==> src/rtl/kv_defines_pkg.sv <==
// Shared definitions for the key-vault key reader: FSM state encoding,
// read-control register bit positions and the wait-timeout limit.
package kv_defines_pkg;

  typedef enum logic [2:0] {
    ST_IDLE = 3'd0,
    ST_REQ  = 3'd1,
    ST_WAIT = 3'd2,
    ST_DONE = 3'd3,
    ST_ERR  = 3'd4
  } kv_rd_state_e;

  // read-control register layout: bit0 start, entry index above it
  localparam int CTRL_RD_EN_BIT  = 0;
  localparam int CTRL_ENTRY_LSB  = 1;

  localparam int KV_OFFSET_W = 3;

  // WAIT cycles without a vault response before the flow is aborted
  localparam logic [7:0] KV_RD_TIMEOUT_LIMIT = 8'd255;

endpackage

==> src/rtl/aes_kv_key_reader.sv <==
// Fetches an AES key from the key vault one dword at a time and writes each
// returned dword straight into the AES key register.
// Optional feature: define KV_RD_TIMEOUT_EN to abort a flow to ERR when the
// vault stays silent for KV_RD_TIMEOUT_LIMIT cycles in WAIT.
//
// state | meaning
// IDLE  | ready for a start write on the read-control register
// REQ   | present request for the current dword offset
// WAIT  | request held until the vault answers
// DONE  | all dwords written, set rd_done
// ERR   | vault error (or timeout), set rd_err
module aes_kv_key_reader
  import kv_defines_pkg::*;
#(
  parameter int NUM_DWORDS = 8,
  parameter int ENTRY_W    = 5
) (
  input  logic                   clk,
  input  logic                   reset,
  input  logic                   ctrl_we,
  input  logic [ENTRY_W:0]       ctrl_wdata,
  output logic                   kv_rd_req,
  output logic [ENTRY_W-1:0]     kv_rd_entry,
  output logic [KV_OFFSET_W-1:0] kv_rd_offset,
  input  logic                   kv_rd_valid,
  input  logic [31:0]            kv_rd_data,
  input  logic                   kv_rd_error,
  output logic                   key_write_en,
  output logic [KV_OFFSET_W-1:0] key_write_offset,
  output logic [31:0]            key_write_data,
  output logic                   rd_ready,
  output logic                   rd_done,
  output logic                   rd_err,
  output logic                   flow_ip
);

  localparam logic [KV_OFFSET_W-1:0] LAST_OFFSET = KV_OFFSET_W'(NUM_DWORDS - 1);

  kv_rd_state_e           state_q, state_d;
  logic [KV_OFFSET_W-1:0] offset_q;
  logic [ENTRY_W-1:0]     entry_q;
  logic                   rd_done_q, rd_err_q;
  logic                   start;

`ifdef KV_RD_TIMEOUT_EN
  logic [7:0] wait_cnt_q;
`endif

  // State register
  always_ff @(posedge clk or posedge reset) begin
    if (reset) state_q <= ST_IDLE;
    else       state_q <= state_d;
  end

  // Next-state and flow outputs; the key write is combinational from the response
  always_comb begin
    state_d      = state_q;
    kv_rd_req    = 1'b0;
    key_write_en = 1'b0;
    rd_ready     = 1'b0;
    flow_ip      = 1'b1;
    start        = 1'b0;
    case (state_q)
      ST_IDLE: begin
        rd_ready = 1'b1;
        flow_ip  = 1'b0;
        if (ctrl_we && ctrl_wdata[CTRL_RD_EN_BIT]) begin
          start   = 1'b1;
          state_d = ST_REQ;
        end
      end
      ST_REQ: begin
        kv_rd_req = 1'b1;
        state_d   = ST_WAIT;
      end
      ST_WAIT: begin
        kv_rd_req = 1'b1;
        if (kv_rd_valid) begin
          if (kv_rd_error) begin
            state_d = ST_ERR;
          end else begin
            key_write_en = 1'b1;
            state_d      = (offset_q == LAST_OFFSET) ? ST_DONE : ST_REQ;
          end
        end
`ifdef KV_RD_TIMEOUT_EN
        else if (wait_cnt_q == KV_RD_TIMEOUT_LIMIT - 8'd1) begin
          state_d = ST_ERR;
        end
`endif
      end
      ST_DONE: state_d = ST_IDLE;
      ST_ERR:  state_d = ST_IDLE;
      default: state_d = ST_IDLE;
    endcase
  end

  // Entry latch, dword offset counter (halts at the last dword) and sticky status
  always_ff @(posedge clk or posedge reset) begin
    if (reset) begin
      offset_q  <= '0;
      entry_q   <= '0;
      rd_done_q <= 1'b0;
      rd_err_q  <= 1'b0;
    end else begin
      if (start) begin
        entry_q   <= ctrl_wdata[ENTRY_W:CTRL_ENTRY_LSB];
        offset_q  <= '0;
        rd_done_q <= 1'b0;
        rd_err_q  <= 1'b0;
      end
      if (key_write_en && (offset_q != LAST_OFFSET)) offset_q <= offset_q + 1'b1;
      if (state_q == ST_DONE) rd_done_q <= 1'b1;
      if (state_q == ST_ERR)  rd_err_q  <= 1'b1;
    end
  end

`ifdef KV_RD_TIMEOUT_EN
  // Counts silent WAIT cycles; restarted for every dword request
  always_ff @(posedge clk or posedge reset) begin
    if (reset)                               wait_cnt_q <= '0;
    else if (state_q == ST_REQ)              wait_cnt_q <= '0;
    else if (state_q == ST_WAIT && !kv_rd_valid) wait_cnt_q <= wait_cnt_q + 8'd1;
  end
`endif

  assign kv_rd_entry      = entry_q;
  assign kv_rd_offset     = offset_q;
  assign key_write_offset = offset_q;
  assign key_write_data   = kv_rd_data;
  assign rd_done          = rd_done_q;
  assign rd_err           = rd_err_q;

endmodule

==> config.mk <==
export PLATFORM = sky130hd
export DESIGN_NAME = aes_kv_key_reader
export DESIGN_NICKNAME = d
export VERILOG_FILES = /design/src/rtl/kv_defines_pkg.sv /design/src/rtl/aes_kv_key_reader.sv
export SDC_FILE = /design/constraint.sdc
export NUM_CORES = 1
export LEC_CHECK = 0
export BUFFER_PORTS_ARGS = -buffer_cell sky130_fd_sc_hd__clkbuf_2
export CAP_MARGIN = 5
export CELL_PAD_IN_SITES_DETAIL_PLACEMENT = 0
export CELL_PAD_IN_SITES_GLOBAL_PLACEMENT = 2
export CORE_AREA = 2 2 76 78
export CTS_CLUSTER_DIAMETER = 50
export DETAILED_ROUTE_END_ITERATION = 12
export DIE_AREA = 0 0 78 80
export GPL_TIMING_DRIVEN = 1
export PLACE_DENSITY = 0.83
export SLEW_MARGIN = 15
export SYNTH_ARGS = -nofsm -noshare
export SYNTH_HDL_FRONTEND = slang
export SYNTH_SLANG_ARGS = --single-unit
export TNS_END_PERCENT = 1
==> constraint.sdc <==
create_clock -name clk -period 2.2 [get_ports clk]
set_clock_uncertainty 0.1 [all_clocks]
set_input_delay 0.33 -clock clk [delete_from_list [all_inputs] [get_ports clk]]
set_output_delay 0.33 -clock clk [all_outputs]
set_load 0.02 [all_outputs]
# Yosys cells after proc, flatten, opt, wreduce, memory -nomap -nowiden
# Index checks and enable logic that the tools add are counted.
# W data, S select, Z words.
[op_classes]
add_sub_neg = 1
n_eq_ne = 8
mux = 18
n_reduce_logical = 8
[op_table]
columns = ["cell", "count"]
rows = [
  ["$mux W3", 5],
  ["$mux W1", 11],
  ["$pmux W3 S3", 1],
  ["$eq A3 B2 Y1 const B", 2],
  ["$eq A3 B3 Y1 const B", 2],
  ["$reduce_bool A2 Y1", 3],
  ["$ne A2 B2 Y1 const B", 2],
  ["$add A3 B1 Y3 const B", 1],
  ["$eq A3 B1 Y1 const B", 1],
  ["$logic_not A3 Y1", 1],
  ["$ne A3 B3 Y1 const B", 1],
  ["$logic_and A1 B1 Y1", 2],
  ["$mux W2", 1],
  ["$reduce_and A2 Y1", 1],
  ["$reduce_or A2 Y1", 1],
]
[word_totals]
regBits = 13
in_bits = 43
out_inout_bits = 49
wordCells = 40

# Depth between registers and ports, before layout
[logic_depth]
word_depth = 5
ltp_mapped = 5
ltp_nobuf = 5

# Worst setup path before layout
# No wires, ideal clock.
[synth_timing]
path_kind = "register to register"
start = "register offset_q[0] (netlist: key_write_offset[0])"
end = "register offset_q[0] (netlist: key_write_offset[0])"
setup_time_ns = 0.125
arrival_ns = 1.490
t_required_ns = 1.975
setup_slack_ns = 0.485
stages_incl_launch_ff = 6
n_path_buf = 0
synth_period_minus_slack_ns = 1.715
path_cell_list = "dfrtp_1 > ha_1 > ha_1 > nor3b_1 > a22oi_2 > mux2_4"
[synth_via]
elab_chain_cells = 3
elab_cells_between_ends = 5
cone_classes = "1 x add/sub; 1 x eq/ne; 1 x mux; 2 x reduce/logical"
[synth_rtl]
columns = ["item", "line", "rtl"]
rows = [
  ["start: declaration", "aes_kv_key_reader.sv:40", "logic [KV_OFFSET_W-1:0] offset_q;"],
  ["start signal: assignment", "aes_kv_key_reader.sv:112", "if (key_write_en && (offset_q != LAST_OFFSET)) offset_q <= offset_q + 1'b1;"],
  ["parallel branches: the longest is 3 deep, another holds $add A3 B1 Y3", "--", ""],
]
# Several ways; the timed one is not identified.
# A chain may end at the register's enable or synchronous reset.

# Worst setup path after layout
[layout_timing]
start = "register state_q[2]"
end = "output key_write_en"
[layout_via]
elab_chain_cells = 2
[layout_rtl]
columns = ["item", "line", "rtl"]
rows = [
  ["start: declaration", "aes_kv_key_reader.sv:39", "kv_rd_state_e state_q, state_d;"],
  ["start signal: assignment", "aes_kv_key_reader.sv:52", "else state_q <= state_d;"],
  ["$eq A3 B2 Y1", "aes_kv_key_reader.sv:63", "case (state_q)"],
  ["$mux W1", "aes_kv_key_reader.sv:63", ""],
  ["end: declaration", "aes_kv_key_reader.sv:28", "output logic key_write_en,"],
]
# Every way passes these cells.

==> key figures <==
Placement
  – PortBufs: 27
  – Dpl hpwl: 1208 um
  – Placer Congestion: ~0.69

Die
  – Num rows: 27
  – Area of the die: around 0.0062 mm2
  – Die Y: 80 um
  – Total core area: 0.005405 mm2
  – Ports: 92
  – Die Wd: 78 um
  – Initial Util: 16.60%

Routing
  – Number of remaining DRC errors: 0
  – Iter 0 DRT Violations: 6
  – DRT antenna net count: 0
  – Vias per Instance: 3.271
  – Routed len/inst: 9.787 um
  – Final WL: 1517 um
  – DR vias: 507
  – DRT Pass-1 Iters: 2

STA
  – FMAX: approximately 550 MHz
  – Fin Setup TNS: 0 ns
  – Tmin final: 1.816 ns
  – Final Hold Fails: 13
  – Final number of setup-violating endpoints: 0
  – Part of the cycle the worst path needs: 82.57%
  – Pins over their slew limit: 0
  – Worst Max-Slew Pin Slew: 0.4977 ns
  – RSZ-0062 raised after global routing: no
  – Worst hold slack: -0.008586 ns
  – Max_slew headroom: 66.78%

Clock tree
  – CTS resizes: 0
  – Num Clock Sinks: 13
  – Hold_buf cts: 0
  – Total CTS buffers: 3
  – H-tree Lvls: 1
  – Worst skew pair latency: 0.24 ns
  – Post-CTS Setup Inserts: 0
  – CTS tree: yes
  – CTS Root Buffer Type: clkbuf_8
  – Clock tree buffer depth: 2
  – Clock transition at the registers of the reported paths: about 0.050 ns

Layout
  – Layout area overhead: 0.4185%
  – Antenna Cells: 0
  – Final net count: 129
  – Share of post-route cells with drive strength above 1: 48.19%
  – Fillers: around 610

Critical path
  – Setup crit start kind: flop
  – CP Class: reg -> out
  – Setup crit end kind: output pin
  – Worst Path Arrival: approximately 1.4 ns
  – Critical Path RT: 1.77 ns
  – Crit Path Max Fanout: 8

Global route
  – Vias in the first global route: 480
  – Global route overflow: 0
  – Largest net degree at the start of global routing: 14
  – Initial antenna violation count: 0
  – First-pass GRT wire length: approximately 2200 um
  – GRT Resource Usage Total: 4.994%

Logic synthesis
  – Syn Area/Cell: 10.31 um2
  – Post-synthesis compound-gate area fraction: under 10%
  – Top cells by area, synth: dfrtp_1 36%, buf_4 29%, mux2_2 5.0%
  – Mux contribution to synthesized area: slightly below 8%
  – Cells after Synth: 87
  – Synthesized net count: 132
  – Simple-gate share of the synthesized area: 12.27%
  – Post-synth top area share: between 30% and 40%
  – Number of library cell types mapped by synthesis: 25
  – Post-synthesis adder-cell area fraction: roughly 2.8%
  – Mapped Area: 897.1 um2
  – Post-synthesis xor/xnor area fraction: 0%
  – Ys Warns: 0
  – Yosys reg bits: 13
  – Sequential element share of the synthesized area: 36.26%
  – Largest family of logic cells by synthesized area: buffers and inverters
  – Post-synth top area cell: dfrtp_1

Power
  – Worst VDD drop: roughly 0.39 mV
  – Final total power: roughly 1.2 mW
  – Power Dens Cells: 1299 mW/mm2
  – Leakage: around 0.45 nW

Worst hold path
  – Hold Path Class: in -> async

Run
  – Max-cap violations: 0

Outcome
  – Status: finished with violations
  – Failing checks: hold timing
==> final timing paths <==
| check | slack (ns) | end | from | depth (start not counted) |
|---|---|---|---|---|
| setup / recovery | 0.38 | key_write_en | state_q[2] | 4 |
| hold / removal | -0.009 | state_q[1] | reset | 2 |
| setup reg to reg | 0.51 | key_write_offset[0] | key_write_offset[0] | 5 |
| hold reg to reg | 0.39 | kv_rd_entry[4] | kv_rd_entry[4] | 1 |
| max in group asynchronous | 1.67 | kv_rd_entry[0] | reset | 2 |
| min in group clk | 0.22 | kv_rd_entry[4] | ctrl_wdata[5] | 2 |
==> report_power, final <==
group / internal, mW / switching (mW)
registers: 0.330 / 0.0750
logic: 0.230 / 0.327
clock network: 0.128 / 0.0801
total: 0.688 / 0.482
==> placed cells by master (no fill, tap or decap), types with 3 or more instances in the layout <==
| cell type | instances |
|---|---|
| a21oi_1 | 3 |
| dfrtp_1 | 13 |
| mux2_2 | 4 |
| nand2_1 | 3 |
| a22o_1 | 3 |
| clkbuf_8 | 3 |
| clkbuf_2 | 27 |
==> per-stage QoR <==
stage               setup slack, ns  hold slack (ns)  std cells  util (%)  cell area, um2
detailed placement           0.4953           0.2741        151     15.83           855.8
floorplan                    0.4845           0.1070         87         -           897.1
global route                 0.2628          0.03585        155     16.67           900.9
global placement             0.5523           0.2813        151     15.83           855.8
finish                       0.3836        -0.008586        155     16.67           900.9
CTS                          0.3732          0.01621        155     16.67           900.9
==> logic make-up after synthesis <==
family,count (synthesis)
buffers and inverters,39
and+or+nand+nor,17
AOI/OAI and AO/OA,10
adders and majority gates,2
DFF,13
muxes,6
==> worst max-delay path: stages (launching register included) <==
cell and delay [ns]:
dfrtp_1 0.46, nor3b_1 0.21, buf_4 0.15, and3b_1 0.15, clkbuf_2 0.17
==> synthesized netlist by cell type <==
library cell / count
buf_4: 35
dfrtp_1: 13
o31a_1: 1
nor3b_1: 2
mux2_2: 4
nor2_4: 1
nor3_1: 1
nand2_1: 3
inv_1: 2
buf_6: 1
and3b_1: 2
mux2_4: 1
a21oi_1: 3
mux2_1: 1
a22oi_2: 1
o22a_1: 1
a22o_1: 3
or3_4: 1
and2_1: 2
a21o_1: 1
ha_1: 2
and3_1: 1
nand2b_1: 2
clkinv_2: 1
nor2_1: 2
==> cell type report <==
| class | count | area, um2 | area share [%] |
|---|---|---|---|
| clock buffer | 4 | 45.04 | 5.000 |
| tap | 72 | 90.09 | 10.00 |
| sequential | 13 | 325.3 | 36.11 |
| inverter | 3 | 12.51 | 1.389 |
| multi-input combinational | 35 | 285.3 | 31.67 |
| timing repair buffer | 28 | 142.6 | 15.83 |
==> per-layer routing <==
metal	global-route usage, %	part of all wire, %	vias to the layer above
li1	-	-	247
met1	4.860	38	231
met2	8.190	47	25
met3	1.131	11	4
met4	5.789	3.5	0
met5	0	0	-
==> state kept, by name, summed over array words and instances (netlist names) <==
| register | flops |
|---|---|
| state_q | 3 |
| kv_rd_entry | 5 |
| rd_err | 1 |
| key_write_offset | 3 |
| rd_done | 1 |
Power figures use the tool's default switching activity.
